File: config.mk
export PLATFORM = sky130hd
export DESIGN_NAME = nv_nvdla_mcif_write_arb
export DESIGN_NICKNAME = d
export VERILOG_FILES = /design/src/rtl/nv_nvdla_mcif_write_arb.sv
export SDC_FILE = /design/constraint.sdc
export NUM_CORES = 1
export LEC_CHECK = 0
export CAP_MARGIN = 20
export CORE_UTILIZATION = 45
export DETAILED_ROUTE_END_ITERATION = 10
export DONT_BUFFER_PORTS = 1
export HOLD_SLACK_MARGIN = 0.15
export PLACE_DENSITY = 0.74
export REMOVE_ABC_BUFFERS = 1
export SYNTH_ARGS = -nofsm -noshare
export SYNTH_HDL_FRONTEND = slang
export SYNTH_SLANG_ARGS = --single-unit
File: constraint.sdc
create_clock -name nvdla_core_clk -period 5.8 [get_ports nvdla_core_clk]
set_input_delay 0.58 -clock nvdla_core_clk [delete_from_list [all_inputs] [get_ports nvdla_core_clk]]
set_output_delay 0.58 -clock nvdla_core_clk [all_outputs]
set_load 0.1 [all_outputs]
File: src/rtl/nv_nvdla_mcif_write_arb.sv
// nv_nvdla_mcif_write_arb
// Weighted round-robin arbiter for the MCIF write path. Selects one write-DMA
// client per cycle, forwards its burst (id/len) to ingress through a one-entry
// output register, and tracks outstanding write beats against a programmable
// limit so new bursts are only issued when their beats fit.
//
// Ports
//   nvdla_core_clk    clock, all state on the rising edge
//   nvdla_core_rstn   synchronous reset, active-high
//   reg2dp_wr_os_cnt  outstanding limit, allowed beats = value+1
//   reg2dp_wr_weight  per-client WRR weight (8 bits each), 0 disables a client
//   client_req_valid  per-client request valid
//   client_req_len    per-client burst length, beats-1 (2 bits each)
//   client_req_ready  per-client accept, combinational, one-hot or zero
//   arb_out_vld/rdy   granted-request handshake toward ingress
//   arb_out_id        index of the granted client
//   arb_out_len       beats-1 of the granted burst
//   eg2ig_axi_vld/len write-response return, releases len+1 beats
//   os_cnt            current outstanding beats
//   os_err            sticky outstanding-counter underflow flag
module nv_nvdla_mcif_write_arb #(
    parameter int unsigned NUM_CLIENTS = 4,
    parameter int unsigned ID_W        = 3
) (
    input  logic                       nvdla_core_clk,
    input  logic                       nvdla_core_rstn,
    input  logic [7:0]                 reg2dp_wr_os_cnt,
    input  logic [8*NUM_CLIENTS-1:0]   reg2dp_wr_weight,
    input  logic [NUM_CLIENTS-1:0]     client_req_valid,
    input  logic [2*NUM_CLIENTS-1:0]   client_req_len,
    output logic [NUM_CLIENTS-1:0]     client_req_ready,
    output logic                       arb_out_vld,
    input  logic                       arb_out_rdy,
    output logic [ID_W-1:0]            arb_out_id,
    output logic [1:0]                 arb_out_len,
    input  logic                       eg2ig_axi_vld,
    input  logic [1:0]                 eg2ig_axi_len,
    output logic [8:0]                 os_cnt,
    output logic                       os_err
);

    localparam int unsigned CNT_W = 9;
    localparam int unsigned CMP_W = 10;
    localparam int unsigned LEN_W = 2;
    localparam int unsigned WGT_W = 8;

    logic                 rst;
    logic                 vld_q, vld_d;
    logic [ID_W-1:0]      id_q, id_d;
    logic [LEN_W-1:0]     len_q, len_d;
    logic [CNT_W-1:0]     os_q, os_d;
    logic                 err_q, err_d;
    logic [ID_W-1:0]      ptr_q, ptr_d;
    logic [WGT_W-1:0]     burst_q, burst_d;

    logic [NUM_CLIENTS-1:0] elig;
    logic                 last_elig;
    logic [WGT_W-1:0]     last_wgt;
    logic                 hi_found;
    logic [ID_W-1:0]      hi_idx;
    logic [ID_W-1:0]      lo_idx;
    logic                 keep_last;
    logic                 load;
    logic [ID_W-1:0]      win_idx;
    logic [LEN_W-1:0]     win_len;
    logic [CMP_W-1:0]     os_sum;
    logic [CMP_W-1:0]     os_ret;

    assign rst = nvdla_core_rstn;

    // A client is eligible when it is valid, enabled and its whole burst fits
    // in the remaining credit (10-bit compare so 256 beats cannot wrap).
    always_comb begin
        elig = '0;
        for (int i = 0; i < int'(NUM_CLIENTS); i++) begin
            elig[i] = client_req_valid[i]
                   && (reg2dp_wr_weight[WGT_W*i +: WGT_W] != 8'd0)
                   && ((CMP_W'(os_q) + CMP_W'(client_req_len[LEN_W*i +: LEN_W]) + 10'd1)
                       <= (CMP_W'(reg2dp_wr_os_cnt) + 10'd1));
        end
    end

    // Last-winner lookup plus a wrap-around search starting at ptr+1: the
    // lowest eligible index above ptr wins, else the lowest at or below ptr.
    always_comb begin
        last_elig = 1'b0;
        last_wgt  = '0;
        hi_found  = 1'b0;
        hi_idx    = '0;
        lo_idx    = '0;
        for (int i = int'(NUM_CLIENTS) - 1; i >= 0; i--) begin
            if (ID_W'(i) == ptr_q) begin
                last_elig = elig[i];
                last_wgt  = reg2dp_wr_weight[WGT_W*i +: WGT_W];
            end
            if (elig[i]) begin
                if (ID_W'(i) > ptr_q) begin
                    hi_found = 1'b1;
                    hi_idx   = ID_W'(i);
                end else begin
                    lo_idx   = ID_W'(i);
                end
            end
        end
    end

    // burst_q==0 means no previous winner (after reset), so the search from
    // ptr+1 = client 0 decides the first grant.
    assign keep_last = (burst_q != 8'd0) && last_elig && (burst_q < last_wgt);
    assign load      = !rst && (!vld_q || arb_out_rdy) && (|elig);
    assign win_idx   = keep_last ? ptr_q : (hi_found ? hi_idx : lo_idx);

    // Winner's burst length and one-hot accept strobe.
    always_comb begin
        win_len          = '0;
        client_req_ready = '0;
        for (int i = 0; i < int'(NUM_CLIENTS); i++) begin
            if (ID_W'(i) == win_idx) begin
                win_len             = client_req_len[LEN_W*i +: LEN_W];
                client_req_ready[i] = load;
            end
        end
    end

    // Next state: output register, WRR pointer/burst count, credit counter.
    always_comb begin
        vld_d   = vld_q;
        id_d    = id_q;
        len_d   = len_q;
        ptr_d   = ptr_q;
        burst_d = burst_q;
        err_d   = err_q;
        os_d    = os_q;

        if (load) begin
            vld_d   = 1'b1;
            id_d    = win_idx;
            len_d   = win_len;
            ptr_d   = win_idx;
            burst_d = keep_last ? (burst_q + 8'd1) : 8'd1;
        end else if (arb_out_rdy) begin
            vld_d   = 1'b0;
        end

        os_sum = CMP_W'(os_q) + (load ? (CMP_W'(win_len) + 10'd1) : 10'd0);
        os_ret = eg2ig_axi_vld ? (CMP_W'(eg2ig_axi_len) + 10'd1) : 10'd0;
        if (os_ret > os_sum) begin
            os_d  = '0;
            err_d = 1'b1;
        end else begin
            os_d  = CNT_W'(os_sum - os_ret);
        end
    end

    // State registers with synchronous reset.
    always_ff @(posedge nvdla_core_clk) begin
        if (rst) begin
            vld_q   <= 1'b0;
            id_q    <= '0;
            len_q   <= '0;
            os_q    <= '0;
            err_q   <= 1'b0;
            ptr_q   <= ID_W'(NUM_CLIENTS - 1);
            burst_q <= '0;
        end else begin
            vld_q   <= vld_d;
            id_q    <= id_d;
            len_q   <= len_d;
            os_q    <= os_d;
            err_q   <= err_d;
            ptr_q   <= ptr_d;
            burst_q <= burst_d;
        end
    end

    assign arb_out_vld = vld_q;
    assign arb_out_id  = id_q;
    assign arb_out_len = len_q;
    assign os_cnt      = os_q;
    assign os_err      = err_q;

endmodule

==> flow_summary.ini <==
[grt]
grt_pass1_vias = 4113
grt_pass1_wl_um = 19200
grt-ovfl-total = 0
met3_usage = 0.0529
grt_max_degree = 17
antenna_found_initial = 0
grt.busiest_layer = met2
grt_util_all_layers = 0.271
grt_use_met1 = 0.316
grtUsageMet2 = 0.489

[power_and_ir_drop]
clkPwrFrac = 0.050
internal_power_w = 0.00156
cellLeakagePower_nw = 2.50
power_w = 0.00313
power.switching_w = 0.00157
comb_power_share = 0.835
swShare = 0.502
seqPwrFrac = 0.115
powerDensity_nw_per_um2 = 572
ir_drop_uv = 457

[synth]
syn_area_sq_um = 3960
synth-main-ff-cell = dfxtp_1
synth_area_leaders = ha_1, dfxtp_1, xnor2_1, xor2_1, nor2_1
synthDominantCellAreaShare = 0.209
async_flop_share = 0
syn_avg_cell_area_sq_um = 8.21
synth.distinct_cells = 72
ys_seq_area_frac = 0.132
synth_largest_area_cell = ha_1
yosys_warnings = 0
synth_edf_count = 0
syn_inst = 482
ys_seq_elements = 26

[drt]
wl_per_cell_um = 20.0
drtPass1Iterations = 5
route.detailed.drc = 0
drt_iter0_drc = 230
wl_um = 13900
via_count = 4264
drtAntennaViolNets = 0
via_per_inst = 6.14

[worst_setup_path]
critical_path.top_delay_family = adder cells
cpPeakStageDelay_ps = 500
end_kind = flop
critPathLaunchType = flop
path_max_fanout = 7
critPathRequiredTime_ps = 5980
worst_ep_arrival_time_ps = 6090
r2r-start = os_cnt[0]$_SDFF_PP0_
crit_path_start = os_cnt[0]$_SDFF_PP0_
path_class = reg2reg
critPathSlowestCell = fa_2
path_buf_inv = 5

[layout]
syn2layout_area_growth_pct = 38.4
mostFrequentLayoutCells = buf_4, ha_1, nand2_1, inv_1, nor2_1
n_antenna_cell = 0
final_net_count = 720
drive_above_1_share = 0.396
fin_util = 0.656
final_common_cell = buf_4

[cts]
clkLatencyLatePin_ps = 280
cts_tree = yes
h-tree-depth = 1
numCtsBuffers = 3
clk_path_buf_depth = 2
clock_sinks = 26
clockRootBuffer = clkbuf_8
clk_pin_slew_ps = 100

[sta]
fin_crit_ps = 5910
tightest_slew_ps = 1010
fin_ws_ps = -115
fmax_mhz = 169
slew_headroom = 0.328
slew_violations = 0
fin_crit_sh = 1.02
hold_viol = 0
rsz0062_at_grt = yes
skew_ps = 3.45
setup_viol = 10
holdWs_ps = 356

[min_path]
hp-class = in2reg
hold_start = nvdla_core_rstn

[floorplanning]
core_region_area_sq_um = 8340
start_util = 0.474
die-height_um = 95.8
rows = 33
pin_count = 78
die_area_sq_um = 9170
fp.dieW_um = 95.8

[place]
portBuffers = 0
routabilityCongestion = 0.968
dp_hpwl_um = 9610

[run_status]
outcome = finished, violations left
violations = setup timing

[run]
cap_violations = 0
-- state kept, by name, indices dropped and copies added (netlist names) --
name         count
arb_out_id       3
arb_out_vld      1
burst_q          8
os_cnt           9
ptr_q            2
os_err           1
arb_out_len      2
-- power by group through the flow --
stage | combinational, W | sequential [W] | clock [W]
6_report | 0.00261 | 0.000361 | 0.000157
5_1_grt | 0.00277 | 0.000365 | 0.000165
4_1_cts | 0.00214 | 0.000355 | 0.000157
3_5_place_dp | 0.00189 | 0.000357 | 0
3_3_place_gp | 0.00183 | 0.000356 | 0
2_1_floorplan | 0.00111 | 0.000515 | 0
-- cells in the mapped netlist, types with 9 or more instances --
master,count
ha_1,66
nor2_1,53
nand2_1,39
inv_1,33
xnor2_1,27
dfxtp_1,26
xor2_1,24
a21oi_1,19
o21ai_0,17
nand3_1,14
nand4_1,12
a21o_1,9
nor2b_1,9
-- worst register-to-register path, delay by kind of cell (launching register included) --
kind,cells,cell delay [ps]
fa+ha+maj,6,2000
compound gates,10,1670
buf+inv,5,660
simple gates,5,610
mux,2,410
flops,1,380
xor+xnor,1,80
-- logic make-up after synthesis --
| kind of cell | count (synthesis) | share of synthesized area |
|---|---|---|
| mux | 13 | 0.0595 |
| simple gates | 169 | 0.210 |
| fa+ha+maj | 72 | 0.239 |
| xor+xnor | 51 | 0.113 |
| buf+inv | 50 | 0.0503 |
| flops | 26 | 0.132 |
| compound gates | 101 | 0.196 |
-- per-layer routing --
layer,vias up,wire [um]
li1,1958,-
met1,2044,5240
met2,216,6980
met3,46,1090
met4,0,551
met5,-,0
-- worst paths after layout --
path,depth (start not counted),slack (ps),to
worst max-delay path,29,-110,os_cnt[5]$_SDFF_PP0_
worst min-delay path,1,360,arb_out_id[1]$_SDFFE_PP0P_
worst max register to register,29,-110,os_cnt[5]$_SDFF_PP0_
worst min register to register,2,560,burst_q[3]$_SDFFE_PP0P_
-- through the flow --
step	std cells	cell area, sq um	worst slack, ps	TNS, ps
after floorplan	467	3890	-811	-8430
after global placement	654	4670	-239	-2170
after detailed placement	654	4670	-429	-4150
after CTS	678	5020	2.94	0
after global routing	694	5470	-337	-3300
final	694	5470	-115	-933
-- final cells by class --
| type | count | area (sq um) |
|---|---|---|
| inverter | 35 | 136 |
| tap | 105 | 131 |
| fill | 641 | 2870 |
| clock inverter | 1 | 30.0 |
| sequential | 26 | 526 |
| clock buffer | 3 | 41.3 |
| timing repair buffer | 118 | 930 |
| multi-input combinational | 406 | 3680 |
-- repair_timing --
item | CTS | global route
pin swaps | 16 | 51
resized for setup | 31 | 76
setup endpoints to repair | 10 | 12
buffers inserted | 20 | 16
gates cloned | 0 | 0
hold buffers | 0 | 0
Power figures use the tool's default switching activity.
